===== src/rtl/fetch_pc_if.sv =====
// Fetch address handshake between the PC generator and its consumer.
// master: drives pc_out/pc_valid, samples pc_ready; slave: the reverse.
interface fetch_pc_if #(
    parameter int unsigned PC_W = 8
) ();
    logic [PC_W-1:0] pc_out;
    logic            pc_valid;
    logic            pc_ready;

    modport master (
        output pc_out,
        output pc_valid,
        input  pc_ready
    );

    modport slave (
        input  pc_out,
        input  pc_valid,
        output pc_ready
    );
endinterface


===== src/rtl/fetch_pc.sv =====
// Program counter generator: offers fetch addresses with valid/ready,
// redirects on branch, stops on halt. Ports: clk, reset (async low), en,
// br_valid/br_target, halt, halted, pc_if (pc_out/pc_valid/pc_ready).
module fetch_pc #(
    parameter int unsigned PC_W     = 8,
    parameter int unsigned RESET_PC = 0,
    parameter int unsigned STEP     = 1
) (
    input  logic            clk,
    input  logic            reset,
    input  logic            en,
    input  logic            br_valid,
    input  logic [PC_W-1:0] br_target,
    input  logic            halt,
    output logic            halted,
    fetch_pc_if.master      pc_if
);

    localparam logic [PC_W-1:0] RST_V  = PC_W'(RESET_PC);
    localparam logic [PC_W-1:0] STEP_V = PC_W'(STEP);

    typedef enum logic [1:0] {
        S_IDLE,
        S_RUN,
        S_HALT
    } state_e;

    state_e          state_q, state_d;
    logic [PC_W-1:0] pc_q, pc_d;
    logic            valid_q, valid_d;
    logic            halted_q, halted_d;
    logic            xfer;

    // The offer is masked by en so a frozen block never hands out an address.
    assign pc_if.pc_valid = valid_q & en;
    assign pc_if.pc_out   = pc_q;
    assign halted         = halted_q;
    assign xfer           = pc_if.pc_valid & pc_if.pc_ready;

    always_ff @(posedge clk or negedge reset) begin
        if (!reset) begin
            state_q  <= S_IDLE;
            pc_q     <= RST_V;
            valid_q  <= 1'b0;
            halted_q <= 1'b0;
        end else begin
            state_q  <= state_d;
            pc_q     <= pc_d;
            valid_q  <= valid_d;
            halted_q <= halted_d;
        end
    end

    always_comb begin
        state_d = state_q;
        if (en) begin
            unique case (state_q)
                S_IDLE: state_d = S_RUN;
                S_RUN: begin
                    if (!br_valid && halt) begin
                        state_d = S_HALT;
                    end
                end
                S_HALT: begin
                    if (br_valid) begin
                        state_d = S_RUN;
                    end
                end
                default: state_d = S_IDLE;
            endcase
        end
    end

    // Branch beats halt beats transfer; a halting transfer still completes
    // downstream but the address is not advanced past it.
    always_comb begin
        pc_d     = pc_q;
        valid_d  = valid_q;
        halted_d = halted_q;
        if (en) begin
            unique case (state_q)
                S_IDLE: begin
                    pc_d     = RST_V;
                    valid_d  = 1'b1;
                    halted_d = 1'b0;
                end
                S_RUN: begin
                    if (br_valid) begin
                        pc_d    = br_target;
                        valid_d = 1'b1;
                    end else if (halt) begin
                        valid_d  = 1'b0;
                        halted_d = 1'b1;
                    end else if (xfer) begin
                        pc_d = pc_q + STEP_V;
                    end
                end
                S_HALT: begin
                    if (br_valid) begin
                        pc_d     = br_target;
                        valid_d  = 1'b1;
                        halted_d = 1'b0;
                    end
                end
                default: begin
                    pc_d     = RST_V;
                    valid_d  = 1'b0;
                    halted_d = 1'b0;
                end
            endcase
        end
    end

endmodule


===== src/flat_wrapper.sv =====
// flat-port wrapper written by rule: the top's interface ports become plain ports
module fetch_pc_flat 
#(
    parameter int unsigned PC_W     = 8,
    parameter int unsigned RESET_PC = 0,
    parameter int unsigned STEP     = 1
)
  (clk, reset, en, br_valid, br_target, halt, halted, pc_if_pc_out, pc_if_pc_valid, pc_if_pc_ready);
  fetch_pc_if #(.PC_W(PC_W)) pc_if_i ();
  input  logic clk;
  input  logic reset;
  input  logic en;
  input  logic br_valid;
  input  logic [PC_W-1:0] br_target;
  input  logic halt;
  output logic halted;
  output wire logic [$bits(pc_if_i.pc_out)-1:0] pc_if_pc_out;
  output wire logic [$bits(pc_if_i.pc_valid)-1:0] pc_if_pc_valid;
  input wire logic [$bits(pc_if_i.pc_ready)-1:0] pc_if_pc_ready;
  assign pc_if_pc_out = pc_if_i.pc_out;
  assign pc_if_pc_valid = pc_if_i.pc_valid;
  assign pc_if_i.pc_ready = pc_if_pc_ready;
  fetch_pc #(.PC_W(PC_W), .RESET_PC(RESET_PC), .STEP(STEP)) u_core (.clk(clk), .reset(reset), .en(en), .br_valid(br_valid), .br_target(br_target), .halt(halt), .halted(halted), .pc_if(pc_if_i));
endmodule

===== config.mk =====
export PLATFORM = sky130hd
export DESIGN_NAME = fetch_pc_flat
export DESIGN_NICKNAME = d
export VERILOG_FILES = /design/src/rtl/fetch_pc_if.sv /design/src/rtl/fetch_pc.sv /design/src/flat_wrapper.sv
export SDC_FILE = /design/constraint.sdc
export NUM_CORES = 1
export LEC_CHECK = 0
export BUFFER_PORTS_ARGS = -buffer_cell sky130_fd_sc_hd__buf_4
export CAP_MARGIN = 20
export CELL_PAD_IN_SITES_DETAIL_PLACEMENT = 1
export CELL_PAD_IN_SITES_GLOBAL_PLACEMENT = 2
export CORE_MARGIN = 2
export CORE_UTILIZATION = 29
export DETAILED_ROUTE_END_ITERATION = 7
export GPL_ROUTABILITY_DRIVEN = 1
export GPL_TIMING_DRIVEN = 0
export MAX_ROUTING_LAYER = met4
export PLACE_DENSITY_LB_ADDON = 0.1
export SYNTH_ARGS = -nofsm -noshare
export SYNTH_HDL_FRONTEND = slang
export SYNTH_SLANG_ARGS = --single-unit

===== constraint.sdc =====
create_clock -name clk -period 1.95 [get_ports clk]
set_input_delay 0.585 -clock clk [delete_from_list [all_inputs] [get_ports clk]]
set_output_delay 0.585 -clock clk [all_outputs]
set_load 0.03 [all_outputs]

* After elaboration in Yosys (flattened, before gate mapping)
Index checks and enable logic that the tools add are counted.
** Word-level totals
- Flip-flop bits (word level) :: 12
- Word-level logic and storage cells :: 39
** Operators by class
- $add $sub $neg :: 1
- Eq/ne operators :: 9
- Mux-type cells :: 16
- Bitwise operators :: 2
- Reductions and logical operators :: 7
** Operators with widths (count)
- $mux W8 :: 4
- $pmux W8 S2 :: 1
- $add A8 B1 Y8 const B :: 1
- $reduce_and A4 Y1 :: 2
- $mux W1 :: 6
- $ne A2 B2 Y1 const B :: 3
- $ne A3 B3 Y1 const B :: 2
- $pmux W2 S3 :: 1
- $reduce_and A3 Y1 :: 2
- $mux W2 :: 2
- $ne A3 B2 Y1 const B :: 1
- $pmux W1 S3 :: 1
- $and A1 B1 Y1 :: 2
- $eq A2 B1 Y1 const B :: 1
- $eq A2 B2 Y1 const B :: 1
- $logic_not A2 Y1 :: 1
- $ne A2 B1 Y1 const B :: 1
- $pmux W1 S2 :: 1
- $logic_and A1 B1 Y1 :: 1
- $logic_not A1 Y1 :: 1

* Logic depth before layout (Yosys ltp)
Gate-level depths: netlist of run 1.
- Depth after elaboration :: 6
- Gate-level depth with buffers :: 7
- Gate-level depth less buffers :: 6

* Worst setup path after synthesis of run 1
Ideal clock, no wire load.
- Path type :: flip-flop to flip-flop
- Start :: register u_core.pc_q[2] (netlist: u_core.pc_if.pc_out[2])
- End :: register u_core.pc_q[7] (netlist: u_core.pc_if.pc_out[7])
- Arrival :: 1.480 ns
- Required time :: 1.879 ns
- Path slack :: 0.399 ns
- Cell stages (with the launch flop) :: 5
- Buffers on the path :: 0
- Period minus slack after synthesis :: 1.551 ns
- Cells stage by stage :: dfrtp_1 and4_1 nand4_1 or4_1 nand4_1
** On the way
- Cells in the longest elaborated chain, start to end :: 5
** RTL lines
- start, declared :: line fetch_pc.sv:29 : logic [PC_W-1:0] pc_q, pc_d;
- start signal, assigned :: line fetch_pc.sv:48 : pc_q <= pc_d;
- $add A8 B1 Y8 :: line fetch_pc.sv:95 : pc_d = pc_q + STEP_V;
- $mux W8 :: line fetch_pc.sv:94 : end else if (xfer) begin
- $mux W8 :: line fetch_pc.sv:91 : end else if (halt) begin
- $mux W8 :: line fetch_pc.sv:88 : if (br_valid) begin
- $pmux W8 S2 :: line fetch_pc.sv:81 : unique case (state_q)
No other way between the ends. The select of a mux whose other input is x is not followed.
A chain may end at the register's enable or synchronous reset.

* Worst setup path in the final report of run 1
- Start :: register u_core.state_q[1]
- End :: register u_core.pc_q[7] (netlist: u_core.pc_if.pc_out[7])
** On the way
- Cells in the longest elaborated chain, start to end :: 3
- Elaborated cells between the ends (all ways) :: 7
- Classes of those cells :: eq/ne (5); mux (1); reduce/logical (1)
** RTL lines
- start, declared :: line fetch_pc.sv:28 : state_e state_q, state_d;
- start signal, assigned :: line fetch_pc.sv:47 : state_q <= state_d;
- $eq A2 B1 Y1 or $eq A2 B2 Y1 (tied branches) :: line fetch_pc.sv:81
- $ne A3 B2 Y1 (no line), or another cell as far along
- $reduce_and A4 Y1 (no line)
Parallel ways exist; a longest one is shown, timed or not.

==> summary.txt, run 1 <==
Clocking
  – Post-CTS Setup Bufs: 0
  – CTS buffer count: 3
  – CTS tree: built
  – H-tree Lvls: 1
  – Clock Latency Late Sink: 280 ps
  – Hold buffer count at CTS: 0
  – Clock Tree Buf Depth: 2
  – Clk root buf: clkbuf_4
  – Clock Sinks: 12
  – Resized cells post-CTS: 0
  – Reg clk slew, reported paths: 80 ps

Route
  – Via Count: 751
  – Drt total wl: 2.16 mm
  – Post-route antenna net violation count: 0
  – DRC Markers: 0
  – Wire per inst: 15.2 um
  – DRT Pass-1 Iters: 4
  – 1st-iter DRT viols: 16
  – Via-per-instance ratio: 5.29

Floorplan
  – I/O pin total: 24
  – Std-Cell Rows: 18
  – Initial Util: 31.2%
  – Die X: 56.3 um
  – Full die area: 0.00317 mm^2
  – Die Y: 56.3 um
  – Core area: 0.00254 mm^2

Cells and area
  – Multi-input gate area: 458 um^2
  – Synth-to-layout area growth: 28.9%
  – Diode count: 0
  – Seq. cell area: 300 um^2
  – Share of layout cells above drive strength 1: 29.5%
  – FILL cells: 314
  – Most frequent cells in the layout: buf_4 (23), dfrtp_1 (12), inv_1 (7)
  – Nets: 133
  – Layout Cell Area excl Fill: 0.00102 mm^2
  – Most common cell after layout, fill and taps aside: buf_4

Yosys
  – Cells after synthesis: 87
  – FFs w/ async S/R, synth: 100%
  – EDFF count, synth: 0
  – Ys Warns: 0
  – Top cell type's share of synthesized area: 37.9%
  – Syn Nets: 106
  – Netlist Area Pre-Place: 793 um^2
  – Synth Area per Inst: 9.12 um^2
  – Top post-synthesis cells by area: dfrtp_1 (38%), ha_1 (7.9%), mux2_2 (4.3%), o21ai_1 (3.8%), inv_1 (3.3%)
  – Sequential fraction of the synthesis area: 37.9%
  – FF+latch count, synth: 12
  – Yosys cell types: 36
  – Cell taking the most area after synthesis: dfrtp_1
  – Synth Flop Type: dfrtp_1

Hold path
  – Worst min path class: in -> async

Critical path
  – RR Endpoint: u_core.pc_if.pc_out[7]$_DFFE_PN0P_
  – Critical path class: reg -> reg
  – Critical Path RT: 2110 ps
  – Reg2reg start: u_core.state_q[1]$_DFFE_PN0P_
  – Crit-path cells: inv_1 -> ha_1 -> nand2b_4 -> o221ai_2 -> buf_2 -> or2_1 -> nand4_1
  – Crit start category: register
  – CP peak stage delay: 410 ps
  – Setup crit end kind: register
  – Worst-path fanout max: 10
  – Slowest-stage cell, CP: dfrtp_1
  – Crit path DAT: 1900 ps
  – CP Capture Point: u_core.pc_if.pc_out[7]$_DFFE_PN0P_
  – R2R cell count: 7
  – R2R Setup Slk: 220 ps
  – CP startpoint: u_core.state_q[1]$_DFFE_PN0P_

Timing
  – Total negative slack: 0 ps
  – Final Skew: 3.03 ps
  – Final hold viol count: 0
  – Fmax: 577 MHz
  – Final Setup Violations: 0
  – RSZ-0062 raised after global routing: false
  – Worst slew pin tran: 339 ps
  – Period utilisation layout: 88.9%
  – Final min period: 1730 ps
  – Slew Limit Headroom: 77.4%
  – Slew Limit Fails: 0
  – Final WS setup: 216 ps

Placed design
  – Input/output buffers: 23
  – Dpl cell area: 0.00100 mm^2
  – RePlAce Congestion: 0.737
  – Place WS: 138 ps
  – Final HPWL DP: 1.64 mm

Global route
  – Initial antenna violation count: 0
  – First-pass GRT wire length: 3.55 mm
  – All-Layer GR Usage: 15.2%
  – Grt ovf: 0
  – Vias in the first global route: 755
  – Largest net degree at the start of global routing: 13

Pwr
  – Power Total: 1.48 mW
  – Sw Share: 48.9%
  – Clock power share: 10.7%
  – Logic pwr share: 56.8%
  – Power density over the cells: 1450 mW/mm^2
  – Leak: 0.479 nW
  – Sequential power share: 32.5%
  – NetSw: 0.725 mW
  – Internal power: 0.757 mW
  – Peak supply drop: 587 uV

Run
  – Max-Cap Viols: 0

Run status
  – Status: completed
-- kinds of logic after synthesis --
kind of cell               after synthesis  share of synthesized area [%]
and+or+nand+nor                         30                           21.8
AOI/OAI and AO/OA                       26                           21.5
DFF                                     12                           37.9
buffers and inverters                    9                           4.42
adders and majority gates                5                           7.89
muxes                                    4                           5.52
xor gates and xnor gates                 1                           1.10
-- per-stage QoR --
| step | hold slack, ps | utilization [%] | std cells |
|---|---|---|---|
| global route | 131 | 40.2 | 142 |
| detailed placement | 443 | 39.4 | 140 |
| CTS | 131 | 40.3 | 143 |
| global placement | 443 | 39.4 | 140 |
| finish | 135 | 40.2 | 142 |
| floorplan | 289 | - | 87 |
-- flip-flops by register name, indices dropped and copies added, names as in the netlist --
name                 flops
u_core.state_q           2
u_core.halted            1
u_core.valid_q           1
u_core.pc_if.pc_out      8
-- routing by layer --
layer | vias up | wire length [um] | global-route usage, %
li1 | 368 | - | -
met2 | 18 | 969 | 23.5
met5 | - | 0 | -
met1 | 363 | 1060 | 19.1
met3 | 2 | 118 | 4.38
met4 | 0 | 15 | 4.76
-- cell usage after synthesis (all sizes together) (2+ instances only) --
cell type,number
ha,5
a22oi,2
nor2,4
nand4,3
nand3,5
a21oi,4
or2,2
o21ai,11
nand2,6
mux2,3
inv,7
dfrtp,12
-- area by class of cell --
cell class	instances	share of cell area, %
Multi-Input combinational cell	66	44.8
Sequential cell	12	29.4
Timing Repair Buffer	23	16.9
Tap cell	30	3.67
Inverter	7	2.57
Clock buffer	3	2.20
Buffer	1	0.490
-- worst min path at each step --
| stage | from | endpoint |
|---|---|---|
| 2_1_floorplan | reset | u_core.halted$_DFFE_PN0P_ |
| 3_3_place_gp | reset | u_core.state_q[0]$_DFFE_PN0P_ |
| 3_5_place_dp | reset | u_core.state_q[0]$_DFFE_PN0P_ |
| 4_1_cts | reset | u_core.state_q[0]$_DFFE_PN0P_ |
| 5_1_grt | reset | u_core.valid_q$_DFFE_PN0P_ |
| 6_report | reset | u_core.state_q[0]$_DFFE_PN0P_ |
-- critical path: cells and delay by family, from the launching register on --
kind | cells | cell delay (ps)
flops | 1 | 410
buf+inv | 2 | 350
fa+ha+maj | 1 | 310
compound gates | 1 | 210
simple gates | 3 | 330
-- power by group through the flow --
stage          Sequential [mW]  Combinational, mW  Clock (mW)
6_report                 0.482              0.841       0.159
5_1_grt                  0.503              0.921       0.181
4_1_cts                  0.481              0.863       0.171
3_5_place_dp             0.486              0.859           0
3_3_place_gp             0.479              0.843           0
2_1_floorplan            0.601              0.432           0
Note: power is estimated with default switching activity, not from simulation.
==> run 2: changes to the inputs <==
ABC_AREA = 1   (was unset)
CORE_UTILIZATION = 28   (was 29)
==> summary.txt, run 2 <==
Run status
  – Status: completed

Route
  – Post-route antenna net violation count: 0 (unchanged)
  – Wire per inst: 13.0 um (-15%)
  – Via-per-instance ratio: 4.82 (-8.8%)
  – DRT Pass-1 Iters: 2 (-2)
  – 1st-iter DRT viols: 31 (+15)
  – Met3 Routed Length: 103 um (-13%)
  – Drt total wl: 2.28 mm (+5.3%)
  – DR top layer: met4
  – Routed met2 length: 1.17 mm (+20%)
  – Met1 WL: 985 um (-7.0%)
  – Via Count: 844 (+12%)
  – DRC Markers: 0 (unchanged)

Critical path
  – Crit-path cells: inv_1 -> ha_1 -> inv_2 -> nor2_4 -> nand2_4 -> nand2_8 -> nor2_8 -> nand2_2 -> o21ai_2
  – Critical path class: reg -> reg
  – CP peak stage delay: 410 ps (about the same)
  – WP buf/inv: 2 (unchanged)
  – Top Family by Delay on Critical Path: simple AND/OR/NAND/NOR gates
  – Crit path DAT: 1750 ps (-150 ps)
  – Critical Path RT: 2130 ps (+20 ps)
  – Crit start category: register
  – Worst-path fanout max: 10 (unchanged)
  – Slowest-stage cell, CP: dfrtp_1
  – Setup crit end kind: register

Clocking
  – Clock Latency Late Sink: 280 ps (about the same)
  – Post-CTS Setup Bufs: 0 (unchanged)
  – Clock Tree Buf Depth: 2 (unchanged)
  – Resized cells post-CTS: 0 (unchanged)
  – H-tree Lvls: 1 (unchanged)
  – CTS buffer count: 3 (unchanged)
  – Clk root buf: clkbuf_4
  – Hold buffer count at CTS: 0 (unchanged)
  – CTS tree: built
  – Reg clk slew, reported paths: 80 ps (about the same)
  – Clock Sinks: 12 (unchanged)

Yosys
  – FFs w/ async S/R, synth: 100% (unchanged)
  – Syn Nets: 135 (+27%)
  – Ys Warns: 0 (unchanged)
  – Top cell type's share of synthesized area: 34.5% (-3.4 points)
  – Synth Flop Type: dfrtp_1
  – Cells after synthesis: 116 (+33%)
  – Top post-synthesis cells by area: dfrtp_1 (34%), nand2_1 (18%), ha_1 (7.2%), nand2_2 (5.0%), inv_1 (4.7%)
  – Synth Area per Inst: 7.51 um^2 (-18%)
  – FF+latch count, synth: 12 (unchanged)
  – Yosys cell types: 22 (-39%)
  – Sequential fraction of the synthesis area: 34.5% (-3.4 points)
  – Cell taking the most area after synthesis: dfrtp_1
  – EDFF count, synth: 0 (unchanged)
  – Netlist Area Pre-Place: 871 um^2 (+9.8%)
  – Top cells by count, synth: nand2_1 (42), dfrtp_1 (12), inv_1 (11)
  – Most common cell in the netlist: nand2_1

Cells and area
  – FILL cells: 381 (+21%)
  – Seq. cell area: 300 um^2 (unchanged)
  – Share of layout cells above drive strength 1: 33.1% (+3.6 points)
  – Nets: 163 (+23%)
  – Diode count: 0 (unchanged)
  – Synth-to-layout area growth: 27.2%
  – Final core occ: 36.9% (-3.3 points)
  – Multi-input gate area: 508 um^2 (+11%)
  – Most frequent cells in the layout: nand2_1 (42), buf_4 (23), dfrtp_1 (12)
  – Most common cell after layout, fill and taps aside: nand2_1
  – Max reg flops: 8 (unchanged)

Global route
  – Vias in the first global route: 900 (+19%)
  – Initial antenna violation count: 0 (unchanged)
  – First-pass GRT wire length: 3.82 mm (+7.4%)
  – Grt ovf: 0 (unchanged)
  – Largest net degree at the start of global routing: 13 (unchanged)
  – All-Layer GR Usage: 14.8% (-0.35 points)

Timing
  – Worst slew pin tran: 302 ps (-37.4 ps)
  – Slew Limit Fails: 0 (unchanged)
  – Final Skew: 6.07 ps (+3.05 ps)
  – RSZ-0062 raised after global routing: false
  – Final hold viol count: 0 (unchanged)
  – Period utilisation layout: 80.5% (-8.4 points)
  – Final Setup Violations: 0 (unchanged)
  – Total negative slack: 0 ps (unchanged)
  – Fmax: 637 MHz (+10%)
  – Slew Limit Headroom: 79.8% (+2.4 points)
  – Final min period: 1570 ps (-164 ps)
  – Final WS setup: 379 ps (+164 ps)

Floorplan
  – I/O pin total: 24 (unchanged)
  – Std-Cell Rows: 20 (+2)
  – Full die area: 0.00357 mm^2 (+13%)
  – Die X: 59.8 um (+6.2%)
  – Core area: 0.00300 mm^2 (+18%)
  – Initial Util: 29.0% (-2.2 points)
  – Die Y: 59.8 um (+6.2%)

Pwr
  – Leak: 0.584 nW (+22%)
  – Power density over the cells: 1340 mW/mm^2 (-7.4%)
  – Peak supply drop: 572 uV (-2.5%)
  – Power Total: 1.49 mW (+0.28%)

Placed design
  – Final HPWL DP: 1.77 mm (+7.7%)
  – Input/output buffers: 23 (unchanged)
  – RePlAce Congestion: 0.766 (+3.9%)
  – Place WS: 340 ps (+202 ps)

Run
  – Max-Cap Viols: 0 (unchanged)

Hold path
  – Worst min path class: in -> async
[run 2: cell count changes after synthesis, sizes merged, moves of 3 or more]
| cell | delta |
|---|---|
| a21oi | -3 |
| inv | +9 |
| nand3 | +3 |
| nand2 | +45 |
| mux2 | -3 |
[run 2: area by class of cell]
type	instances	area share (%)
flip-flops and latches	12	27.1
multi-input cells	88	45.9
inverters	16	5.65
clock buffers	3	2.03
well taps	33	3.73
repair buffers	23	15.6
[run 2: kinds of logic after synthesis]
family	after synthesis	share of synthesized area, %
flops	12	34.5
compound gates	17	13.5
buf+inv	16	7.18
fa+ha+maj	5	7.18
simple gates	66	37.6
[run 2: worst paths after layout]
check / startpoint / to / slack, ps / cells past startpoint
min in group clk: u_core.halted$_DFFE_PN0P_ / u_core.halted$_DFFE_PN0P_ / 480 / 2
setup reg to reg: u_core.state_q[1]$_DFFE_PN0P_ / u_core.pc_if.pc_out[0]$_DFFE_PN0P_ / 380 / 9
max in group asynchronous: reset / u_core.pc_if.pc_out[1]$_DFFE_PN0P_ / 1640 / 1
setup / recovery: u_core.state_q[1]$_DFFE_PN0P_ / u_core.pc_if.pc_out[0]$_DFFE_PN0P_ / 380 / 9
hold / removal: reset / u_core.pc_if.pc_out[4]$_DFFE_PN0P_ / 140 / 1
hold reg to reg: u_core.halted$_DFFE_PN0P_ / u_core.halted$_DFFE_PN0P_ / 480 / 2
[run 2: power breakdown]
part	internal (mW)	switching (mW)	leakage, nW
Sequential	0.346	0.116	0.160
Clock	0.0717	0.0880	0.0138
Combinational	0.310	0.555	0.410
[run 2: per-stage QoR]
| stage | std cells | instance area [um^2] | hold slack [ps] |
|---|---|---|---|
| after floorplan | 116 | 871 | 289 |
| after global placement | 172 | 1080 | 448 |
| after detailed placement | 172 | 1080 | 448 |
| after CTS | 175 | 1110 | 139 |
| after global routing | 175 | 1110 | 141 |
| final | 175 | 1110 | 136 |
[run 2: per-layer routing]
layer | GRT usage (%) | up-vias
li1 | - | 426
met1 | 15.9 | 400
met2 | 26.9 | 14
met3 | 3.90 | 4
met4 | 3.81 | 0
met5 | - | -
[run 2: worst register-to-register path: cells and delay by family, from the launching register on]
family | cells | cell delay, ps
flip-flops | 1 | 410
AO/OA/AOI/OAI | 1 | 40
adder cells (fa/ha/maj) | 1 | 250
AND/OR/NAND/NOR | 5 | 600
buffers and inverters | 2 | 170
==> run 3: changes to the inputs <==
ABC_AREA = 0   (was 1)
CORE_UTILIZATION = 29   (was 28)
clock period = 1.45 ns   (was 1.95 ns; I/O delays follow)
==> summary.txt, run 3 (synthesized netlist as in run 1, its figures left out) <==
Run status
  – Status: finished with violations
  – Failing checks: setup timing

Critical path
  – CP Capture Point: u_core.pc_if.pc_out[7]$_DFFE_PN0P_
  – R2R Setup Slk: -70 ps (-450 ps)
  – CP startpoint: u_core.state_q[0]$_DFFE_PN0P_
  – Setup crit end kind: register
  – Critical path class: reg -> reg
  – Crit path DAT: 1730 ps (-20 ps)
  – Worst-path fanout max: 6 (-4)
  – Reg2reg start: u_core.state_q[0]$_DFFE_PN0P_
  – Crit start category: register
  – Critical Path RT: 1660 ps (-470 ps)
  – R2R cell count: 6 (-3)
  – RR Endpoint: u_core.pc_if.pc_out[7]$_DFFE_PN0P_

Route
  – Post-route antenna net violation count: 0 (unchanged)
  – Wire per inst: 17.0 um (+31%)
  – DRT Pass-1 Iters: 4 (+2)
  – Via Count: 843 (-0.12%)
  – Drt total wl: 2.70 mm (+19%)
  – 1st-iter DRT viols: 13 (-58%)
  – DRC Markers: 0 (unchanged)
  – Via-per-instance ratio: 5.30 (+9.9%)

Cells and area
  – Multi-input gate area: 583 um^2 (+15%)
  – Seq. cell area: 307 um^2 (+2.1%)
  – Layout Cell Area excl Fill: 0.00131 mm^2 (+19%)
  – Most frequent cells in the layout: buf_4 (30), buf_6 (8), dfrtp_1 (7)
  – FILL cells: 295 (-23%)
  – Diode count: 0 (unchanged)
  – Max reg flops: 8 (unchanged)
  – Synth-to-layout area growth: 65.5%
  – Nets: 149 (-8.6%)
  – Share of layout cells above drive strength 1: 58.1% (+25 points)
  – Most common cell after layout, fill and taps aside: buf_4

Global route
  – All-Layer GR Usage: 17.7% (+2.9 points)
  – Vias in the first global route: 891 (-1.0%)
  – First-pass GRT wire length: 4.11 mm (+7.6%)
  – Largest net degree at the start of global routing: 13 (unchanged)
  – Initial antenna violation count: 0 (unchanged)
  – Grt ovf: 0 (unchanged)

Clocking
  – Reg clk slew, reported paths: 90 ps (about the same)
  – H-tree Lvls: 1 (unchanged)
  – Clock Tree Buf Depth: 2 (unchanged)
  – Clock Latency Late Sink: 280 ps (about the same)
  – CTS tree: built
  – CTS buffer count: 3 (unchanged)
  – Clock Sinks: 12 (unchanged)
  – Clk root buf: clkbuf_4

Placed design
  – Place WS: -235 ps (-575 ps)
  – Final HPWL DP: 1.65 mm (-6.6%)
  – Dpl cell area: 0.00101 mm^2 (-6.7%)
  – RePlAce Congestion: 0.747 (-2.5%)
  – Input/output buffers: 23 (unchanged)

Pwr
  – Power density over the cells: 2050 mW/mm^2 (+52%)
  – Peak supply drop: 1070 uV (+88%)
  – Power Total: 2.69 mW (+81%)
  – Leak: 0.580 nW (-0.69%)

Timing
  – Final hold viol count: 0 (unchanged)
  – Final min period: 1520 ps (-49.0 ps)
  – Period utilisation layout: 105% (+24 points)
  – Worst slew pin tran: 223 ps (-79.0 ps)
  – Total negative slack: -160 ps (-160 ps)
  – Final Skew: 9.91 ps (+3.83 ps)
  – Final WS setup: -71.6 ps (-451 ps)
  – Slew Limit Fails: 0 (unchanged)
  – RSZ-0062 raised after global routing: true
  – Final Setup Violations: 7 (+7)
  – Fmax: 657 MHz (+3.2%)
  – Slew Limit Headroom: 85.0% (+5.2 points)

Floorplan
  – Std-Cell Rows: 18 (-10%)
  – I/O pin total: 24 (unchanged)
  – Die Y: 56.3 um (-5.8%)
  – Full die area: 0.00317 mm^2 (-11%)
  – Die X: 56.3 um (-5.8%)
  – Initial Util: 31.2% (+2.2 points)
  – Core area: 0.00254 mm^2 (-15%)

Run
  – Max-Cap Viols: 0 (unchanged)

Hold path
  – Hold path cells: 3
  – Worst min path class: in -> reg
## run 3: changes by cell type in the layout (fill, tap and decap cells not counted), moves of 3 or more
cell     before  now
dfrtp_1      12    7
dfrtp_2       0    5
inv_1        11    4
ha_4          0    3
nand3_1       8    5
nand2_2       7    1
buf_6         0    8
buf_4        23   30
ha_1          5    2
nand2_1      42    5
## run 3: power breakdown
group | leakage, nW | switching (mW) | internal [mW] | total [mW]
registers | 0.150 | 0.171 | 0.487 | 0.658
logic | 0.415 | 0.937 | 0.860 | 1.80
clock network | 0.0150 | 0.123 | 0.107 | 0.230
## run 3: repair_timing
action / 4_1_cts / 5_1_grt
setup buffers: 9 / 5
hold buffers: 1 / 0
endpoints found under the setup margin: 11 / 13
endpoints found under the hold margin: 10 / 0
resized for setup: 18 / 25
gates cloned: 0 / 1
pin swaps: 2 / 7
## run 3: worst max-delay path: stages, from the launching register on
cell	delay, ps
dfrtp_1	400
buf_4	160
ha_4	180
nand2b_4	90
o221ai_4	120
or4_1	420
nand4_1	90
## run 3: layer usage
metal	track usage, %	vias up	share of wire (%)
met1	20.9	413	42
met4	7.48	0	2.6
met2	29.6	21	52
met3	3.23	8	4.1
li1	-	401	-
met5	-	-	0
## run 3: worst min-delay path by stage
| stage | slack [ps] | start | to |
|---|---|---|---|
| detailed placement | 290 | reset | u_core.valid_q$_DFFE_PN0P_ |
| global route | 430 | br_target[0] | u_core.pc_if.pc_out[0]$_DFFE_PN0P_ |
| CTS | 420 | br_target[0] | u_core.pc_if.pc_out[0]$_DFFE_PN0P_ |
| global placement | 290 | reset | u_core.valid_q$_DFFE_PN0P_ |
| finish | 420 | br_target[5] | u_core.pc_if.pc_out[5]$_DFFE_PN0P_ |
| floorplan | 140 | reset | u_core.halted$_DFFE_PN0P_ |
## run 3: area by class of cell
class	count	share of cell area [%]
buffer	1	0.858
timing repair buffer	39	24.3
tap	30	2.86
sequential	12	23.4
inverter	7	2.19
clock buffer	4	2.00
multi-input combinational	66	44.4
## run 3: through the flow
step           std cells  util [%]  hold WS (ps)
2_1_floorplan         87         -           139
3_3_place_gp         140      39.8           293
3_5_place_dp         140      39.8           293
4_1_cts              153      46.5           421
5_1_grt              159      51.6           427
6_report             159      51.6           417
